[src/rtl/univ_shift_pkg.sv]
// Shared op codes, FSM state encodings and op classification for the universal shift engine.
package univ_shift_pkg;

  typedef enum logic [2:0] {
    OP_HOLD = 3'b000,
    OP_SRL  = 3'b001,
    OP_SLL  = 3'b010,
    OP_LOAD = 3'b011,
    OP_ROR  = 3'b100,
    OP_ROL  = 3'b101,
    OP_ASR  = 3'b110,
    OP_CLR  = 3'b111
  } op_e;

  typedef enum logic {
    ST_IDLE  = 1'b0,
    ST_SHIFT = 1'b1
  } state_e;

  function automatic logic is_shift_op(input op_e op);
    return (op == OP_SRL) || (op == OP_SLL) || (op == OP_ROR) ||
           (op == OP_ROL) || (op == OP_ASR);
  endfunction

endpackage

[src/rtl/univ_shift_engine_shift_step.sv]
// Combinational single-step next value for the shift/rotate ops; other ops pass q through.
module shift_step
  import univ_shift_pkg::*;
#(
  parameter int WIDTH = 8
) (
  input  op_e              op,
  input  logic [WIDTH-1:0] q,
  input  logic             s_left,
  input  logic             s_right,
  output logic [WIDTH-1:0] q_next,
  output logic             ser_next
);

  always_comb begin
    q_next   = q;
    ser_next = 1'b0;
    case (op)
      OP_SRL: begin
        q_next   = {s_left, q[WIDTH-1:1]};
        ser_next = q[0];
      end
      OP_SLL: begin
        q_next   = {q[WIDTH-2:0], s_right};
        ser_next = q[WIDTH-1];
      end
      OP_ROR: begin
        q_next   = {q[0], q[WIDTH-1:1]};
        ser_next = q[0];
      end
      OP_ROL: begin
        q_next   = {q[WIDTH-2:0], q[WIDTH-1]};
        ser_next = q[WIDTH-1];
      end
      OP_ASR: begin
        q_next   = {q[WIDTH-1], q[WIDTH-1:1]};
        ser_next = q[0];
      end
      default: begin
        q_next   = q;
        ser_next = 1'b0;
      end
    endcase
  end

endmodule

[src/rtl/univ_shift_engine.sv]
// Universal shift register engine: accepts one command at a time and runs multi-step
// shifts/rotates one bit per clock, pulsing done after the last step.
module univ_shift_engine
  import univ_shift_pkg::*;
#(
  parameter int WIDTH = 8,
  parameter int CNT_W = 4
) (
  input  logic             clk,
  input  logic             reset,
  input  logic             cmd_valid,
  output logic             cmd_ready,
  input  logic [2:0]       op,
  input  logic [CNT_W-1:0] count,
  input  logic [WIDTH-1:0] data_in,
  input  logic             s_left,
  input  logic             s_right,
  output logic [WIDTH-1:0] q,
  output logic             ser_out,
  output logic             busy,
  output logic             done
);

  state_e           state_q, state_d;
  op_e              op_q, op_d;
  logic [CNT_W-1:0] rem_q, rem_d;
  logic [WIDTH-1:0] q_q, q_d;
  logic             ser_q, ser_d;
  logic             done_q, done_d;

  op_e              op_in;
  op_e              step_op;
  logic             accept;
  logic [WIDTH-1:0] step_q;
  logic             step_ser;

  assign op_in     = op_e'(op);
  assign busy      = (state_q == ST_SHIFT);
  assign cmd_ready = !busy;
  assign accept    = cmd_valid && cmd_ready;
  assign step_op   = busy ? op_q : op_in;

  shift_step #(.WIDTH(WIDTH)) u_step (
    .op      (step_op),
    .q       (q_q),
    .s_left  (s_left),
    .s_right (s_right),
    .q_next  (step_q),
    .ser_next(step_ser)
  );

  // rem_q holds the steps still to run after the current edge while in SHIFT.
  always_comb begin
    state_d = state_q;
    op_d    = op_q;
    rem_d   = rem_q;
    q_d     = q_q;
    ser_d   = ser_q;
    done_d  = 1'b0;
    if (state_q == ST_SHIFT) begin
      q_d   = step_q;
      ser_d = step_ser;
      rem_d = rem_q - CNT_W'(1);
      if (rem_q == CNT_W'(1)) begin
        state_d = ST_IDLE;
        done_d  = 1'b1;
      end
    end else if (accept) begin
      op_d = op_in;
      if (is_shift_op(op_in)) begin
        if (count == '0) begin
          done_d = 1'b1;
        end else begin
          q_d   = step_q;
          ser_d = step_ser;
          if (count == CNT_W'(1)) begin
            done_d = 1'b1;
          end else begin
            state_d = ST_SHIFT;
            rem_d   = count - CNT_W'(1);
          end
        end
      end else begin
        done_d = 1'b1;
        if (op_in == OP_LOAD) q_d = data_in;
        else if (op_in == OP_CLR) q_d = '0;
      end
    end
  end

  always_ff @(posedge clk or posedge reset) begin
    if (reset) begin
      state_q <= ST_IDLE;
      op_q    <= OP_HOLD;
      rem_q   <= '0;
      q_q     <= '0;
      ser_q   <= 1'b0;
      done_q  <= 1'b0;
    end else begin
      state_q <= state_d;
      op_q    <= op_d;
      rem_q   <= rem_d;
      q_q     <= q_d;
      ser_q   <= ser_d;
      done_q  <= done_d;
    end
  end

  assign q       = q_q;
  assign ser_out = ser_q;
  assign done    = done_q;

endmodule

[config.mk]
export PLATFORM = sky130hd
export DESIGN_NAME = univ_shift_engine
export DESIGN_NICKNAME = d
export VERILOG_FILES = /design/src/rtl/univ_shift_pkg.sv /design/src/rtl/univ_shift_engine_shift_step.sv /design/src/rtl/univ_shift_engine.sv
export SDC_FILE = /design/constraint.sdc
export NUM_CORES = 1
export LEC_CHECK = 0
export CAP_MARGIN = 20
export CORE_MARGIN = 2
export CORE_UTILIZATION = 50
export DETAILED_ROUTE_END_ITERATION = 10
export GPL_TIMING_DRIVEN = 0
export PLACE_DENSITY = 0.88
export SYNTH_ARGS = -nofsm -noshare
export SYNTH_HDL_FRONTEND = slang
export SYNTH_HIERARCHICAL = 1
export SYNTH_SLANG_ARGS = --single-unit
[constraint.sdc]
create_clock -name clk -period 2.8 [get_ports clk]
set_input_delay 0.56 -clock clk [delete_from_list [all_inputs] [get_ports clk]]
set_output_delay 0.56 -clock clk [all_outputs]
set_load 0.03 [all_outputs]
==> impl_metrics.yaml <==
floorplan:
  num_io_pins: 32
  die-height_um: 61.3
  rows: 20
  initial_util: 0.533
  coreArea_um2: 3080
  die_w_um: 61.3
  dieArea_um2: 3760
place:
  worst_case_setup_slack_after_placement_ns: -0.510
  postPlaceCellArea_um2: 2010
  gpl.final_weighted_congestion: 0.827
  place.detailed.hpwl_mm: 3.00
  placed_cells_incl_taps: 265
  buffer_ports.inserted: 31
critical_path:
  worst_setup_path_end_kind: "register"
  reg2reg_depth: 11
  ff2ff_setup_slack_ns: 0.14
  largest_fanout_on_the_critical_path: 10
  launch_instance_of_the_worst_register_to_register_path: "busy$_DFF_PP0_"
  rr_endpoint: "q[3]$_DFFE_PP0P_"
  critical_path_arrival_ns: 2.84
  required_ns: 2.98
  timing.setup.critical_path_class: "reg -> reg"
  startpoint_type: "register"
grt:
  antenna_violations_before_repair: 0
  grt_max_degree: 19
  first_global_vias: 1563
  globalRouteTotalUtil: 0.249
  grt_overflow: 0
  grt_first_pass_wirelength_mm: 7.12
min_path:
  timing.hold.worst.start: "op_q[1]$_DFFE_PP0P_"
  hold-path-endpoint: "op_q[1]$_DFFE_PP0P_"
  worst_hold_path.num_cells: 2
  hold_class: "reg -> reg"
logic_synthesis:
  synth-seq-area-share: 0.274
  synthDistinctLibCells: 44
  synth_simple_gate_area_share: 0.224
  synthXorXnorAreaFrac: 0.0160
  number_of_storage_elements_in_the_synthesis_netlist: 18
  proportion_of_synthesized_area_in_mux_cells: 0.146
  ys_dominant_reg_cell: "dfrtp_1"
  synth_fp_nets: 214
  synth_edf_count: 0
  synth_top_family_by_area: "compound AO/OA/AOI/OAI gates"
  avgSynthCellArea_um2: 8.64
  synth_area_um2: 1640
  synth_compound_area_frac: 0.239
  synth.yosys.warnings: 6
  synthAdderAreaFrac: 0.0305
  synth_async_sr_flop_share: 1.00
  syn-instance-count: 190
cells_and_area:
  antenna-diode-count: 0
  number_of_nets_in_the_final_layout: 250
  area_growth_pct: 24.0
  layout-drive-gt1-share: 0.192
  fin_cells: 268
  n_fill_cell: 272
  finalInstanceArea_um2: 2040
sta:
  fin_ws_ns: 0.140
  final_max_slew_viol_count: 0
  fmax_mhz: 376
  fin_crit_sh: 0.950
  report.final.setup_viol: 0
  worst_pin_slew_ns: 0.698
  final_hold_vios: 0
  period_needed_ns: 2.66
  unrepaired_setup_endpoints_after_global_routing: "no"
  max-slew-margin-rel: 0.534
  maximum_clock_skew_at_final_layout_ns: 0.00313
clocking:
  tritoncts: "built"
  ctsHtreeMaxLevel: 1
  root_buffer: "clkbuf_4"
  tritoncts_num_sinks: 18
  numCtsBuffers: 3
  insertion_delay_ns: 0.29
  number_of_buffers_inserted_by_hold_repair_at_cts: 0
  worst_setup_hold_path_clk_slew_ns: 0.10
  max_clock_buf_depth: 2
pwr:
  power.density_cell_area_nw_per_um2: 1170
  total_leakage_power_nw: 0.809
  vdd_ir_drop_max_mv: 0.574
route:
  routedWlPerCell_um: 14.7
  final_wirelength_mm: 3.95
  ant_nets: 0
  detailroute.via_count: 1596
  drt_drc_violations_left: 0
  drt-vias-per-instance: 5.96
  detail_route.iter0.violations: 184
  detail_route.first_pass.iterations: 4
status:
  status: "finished, final reports clean"
flow_run:
  max-cap-violations: 0
==> layout make-up <==
| class | instances | area (µm²) | share of cell area |
|---|---|---|---|
| multi-input cells | 154 | 1080 | 0.529 |
| flip-flops and latches | 18 | 450 | 0.221 |
| repair buffers | 31 | 310 | 0.152 |
| plain buffers | 12 | 98.8 | 0.0486 |
| well taps | 44 | 55.1 | 0.0270 |
| clock buffers | 3 | 22.5 | 0.0111 |
| inverters | 6 | 22.5 | 0.0111 |
==> synth_stat cells (2+ instances only) <==
master / count / area share
a211oi_1: 3 / 0.014
a21oi_1: 7 / 0.021
buf_2: 2 / 0.0061
buf_6: 6 / 0.041
clkbuf_1: 4 / 0.0091
dfrtp_1: 18 / 0.27
ha_1: 4 / 0.030
inv_1: 6 / 0.014
mux2_2: 12 / 0.082
mux2i_1: 9 / 0.055
nand2_1: 31 / 0.071
nand2b_1: 2 / 0.0076
nand3b_1: 2 / 0.0091
nor2_1: 6 / 0.014
nor2b_1: 10 / 0.038
nor3_1: 7 / 0.021
nor3_2: 2 / 0.012
nor4_1: 2 / 0.0076
o211ai_1: 7 / 0.032
o21a_1: 2 / 0.0091
o21ai_0: 17 / 0.052
o221a_2: 6 / 0.041
o22ai_1: 2 / 0.0076
xor2_1: 3 / 0.016
==> critical path: stages (launching register included) <==
cell and delay, ns:
dfrtp_1 0.47, buf_2 0.27, mux2_2 0.37, buf_6 0.14
buf_6 0.14, nor3_2 0.17, a21oi_1 0.06, o221a_2 0.29
and2b_1 0.16, o21ai_0 0.15, nand2_1 0.07, mux2_2 0.26
==> worst max path at each step <==
stage          slack (ns)            from  cells past startpoint               end
2_1_floorplan        0.10  busy$_DFF_PP0_                     11  q[3]$_DFFE_PP0P_
3_3_place_gp        -0.48           op[1]                     11  q[3]$_DFFE_PP0P_
3_5_place_dp        -0.51           op[1]                     11  q[3]$_DFFE_PP0P_
4_1_cts              0.12  busy$_DFF_PP0_                     11  q[3]$_DFFE_PP0P_
5_1_grt             0.005  busy$_DFF_PP0_                     11  q[3]$_DFFE_PP0P_
6_report             0.14  busy$_DFF_PP0_                     11  q[3]$_DFFE_PP0P_
==> logic make-up after synthesis <==
group	count (synthesis)
compound gates	55
xor+xnor	3
fa+ha+maj	4
buf+inv	18
flops	18
mux	22
simple gates	70
==> state kept, by name, indices dropped and copies added (netlist names) <==
name and count:
ser_out 1, q 8, busy 1, op_q 3, done 1, rem_q 4
==> timing repair <==
item | CTS | global route
gates resized for setup | 3 | 4
buffers inserted | 0 | 0
endpoints found under the setup margin | 2 | 2
==> through the flow <==
step | hold slack, ns | util | power [mW] | setup TNS (ns)
detailed placement | 0.467 | 0.652 | 2.23 | -2.33
CTS | 0.492 | 0.661 | 2.37 | 0
floorplan | 0.440 | - | 1.80 | 0
global placement | 0.459 | 0.652 | 2.19 | -2.03
finish | 0.496 | 0.661 | 2.38 | 0
global route | 0.539 | 0.661 | 2.59 | 0
==> routing by layer <==
metal | vias to the layer above | global-route usage | share of wire
met4 | 0 | 0.0932 | 0.012
met2 | 59 | 0.421 | 0.49
met3 | 9 | 0.0336 | 0.051
li1 | 762 | - | -
met1 | 766 | 0.324 | 0.44
met5 | - | 0 | 0
==> report_power, final <==
part | total (mW) | switching [mW] | internal [mW]
sequential | 0.540 | 0.154 | 0.386
clock | 0.128 | 0.0785 | 0.0499
combinational | 1.71 | 0.871 | 0.837
total | 2.38 | 1.10 | 1.27
==> cell usage in the layout, fill, tap and decap left out, types with 2 or more instances in the layout <==
master and instances:
o221a_2 6, nor2b_1 10, nor2_1 6, inv_1 6, nor3_1 7, nor3_2 2
clkbuf_4 4, nand2_1 31, nor4_1 2, mux2i_1 9, ha_1 4, o22ai_1 2
o211ai_1 7, nand3b_1 2, xor2_1 3, dfrtp_1 18, nand2b_1 2, a211oi_1 3
buf_6 6, o21a_1 2, clkdlybuf4s50_1 31, buf_2 4, a21oi_1 7, o21ai_0 17
mux2_2 12
(Power assumes the default switching activity.)
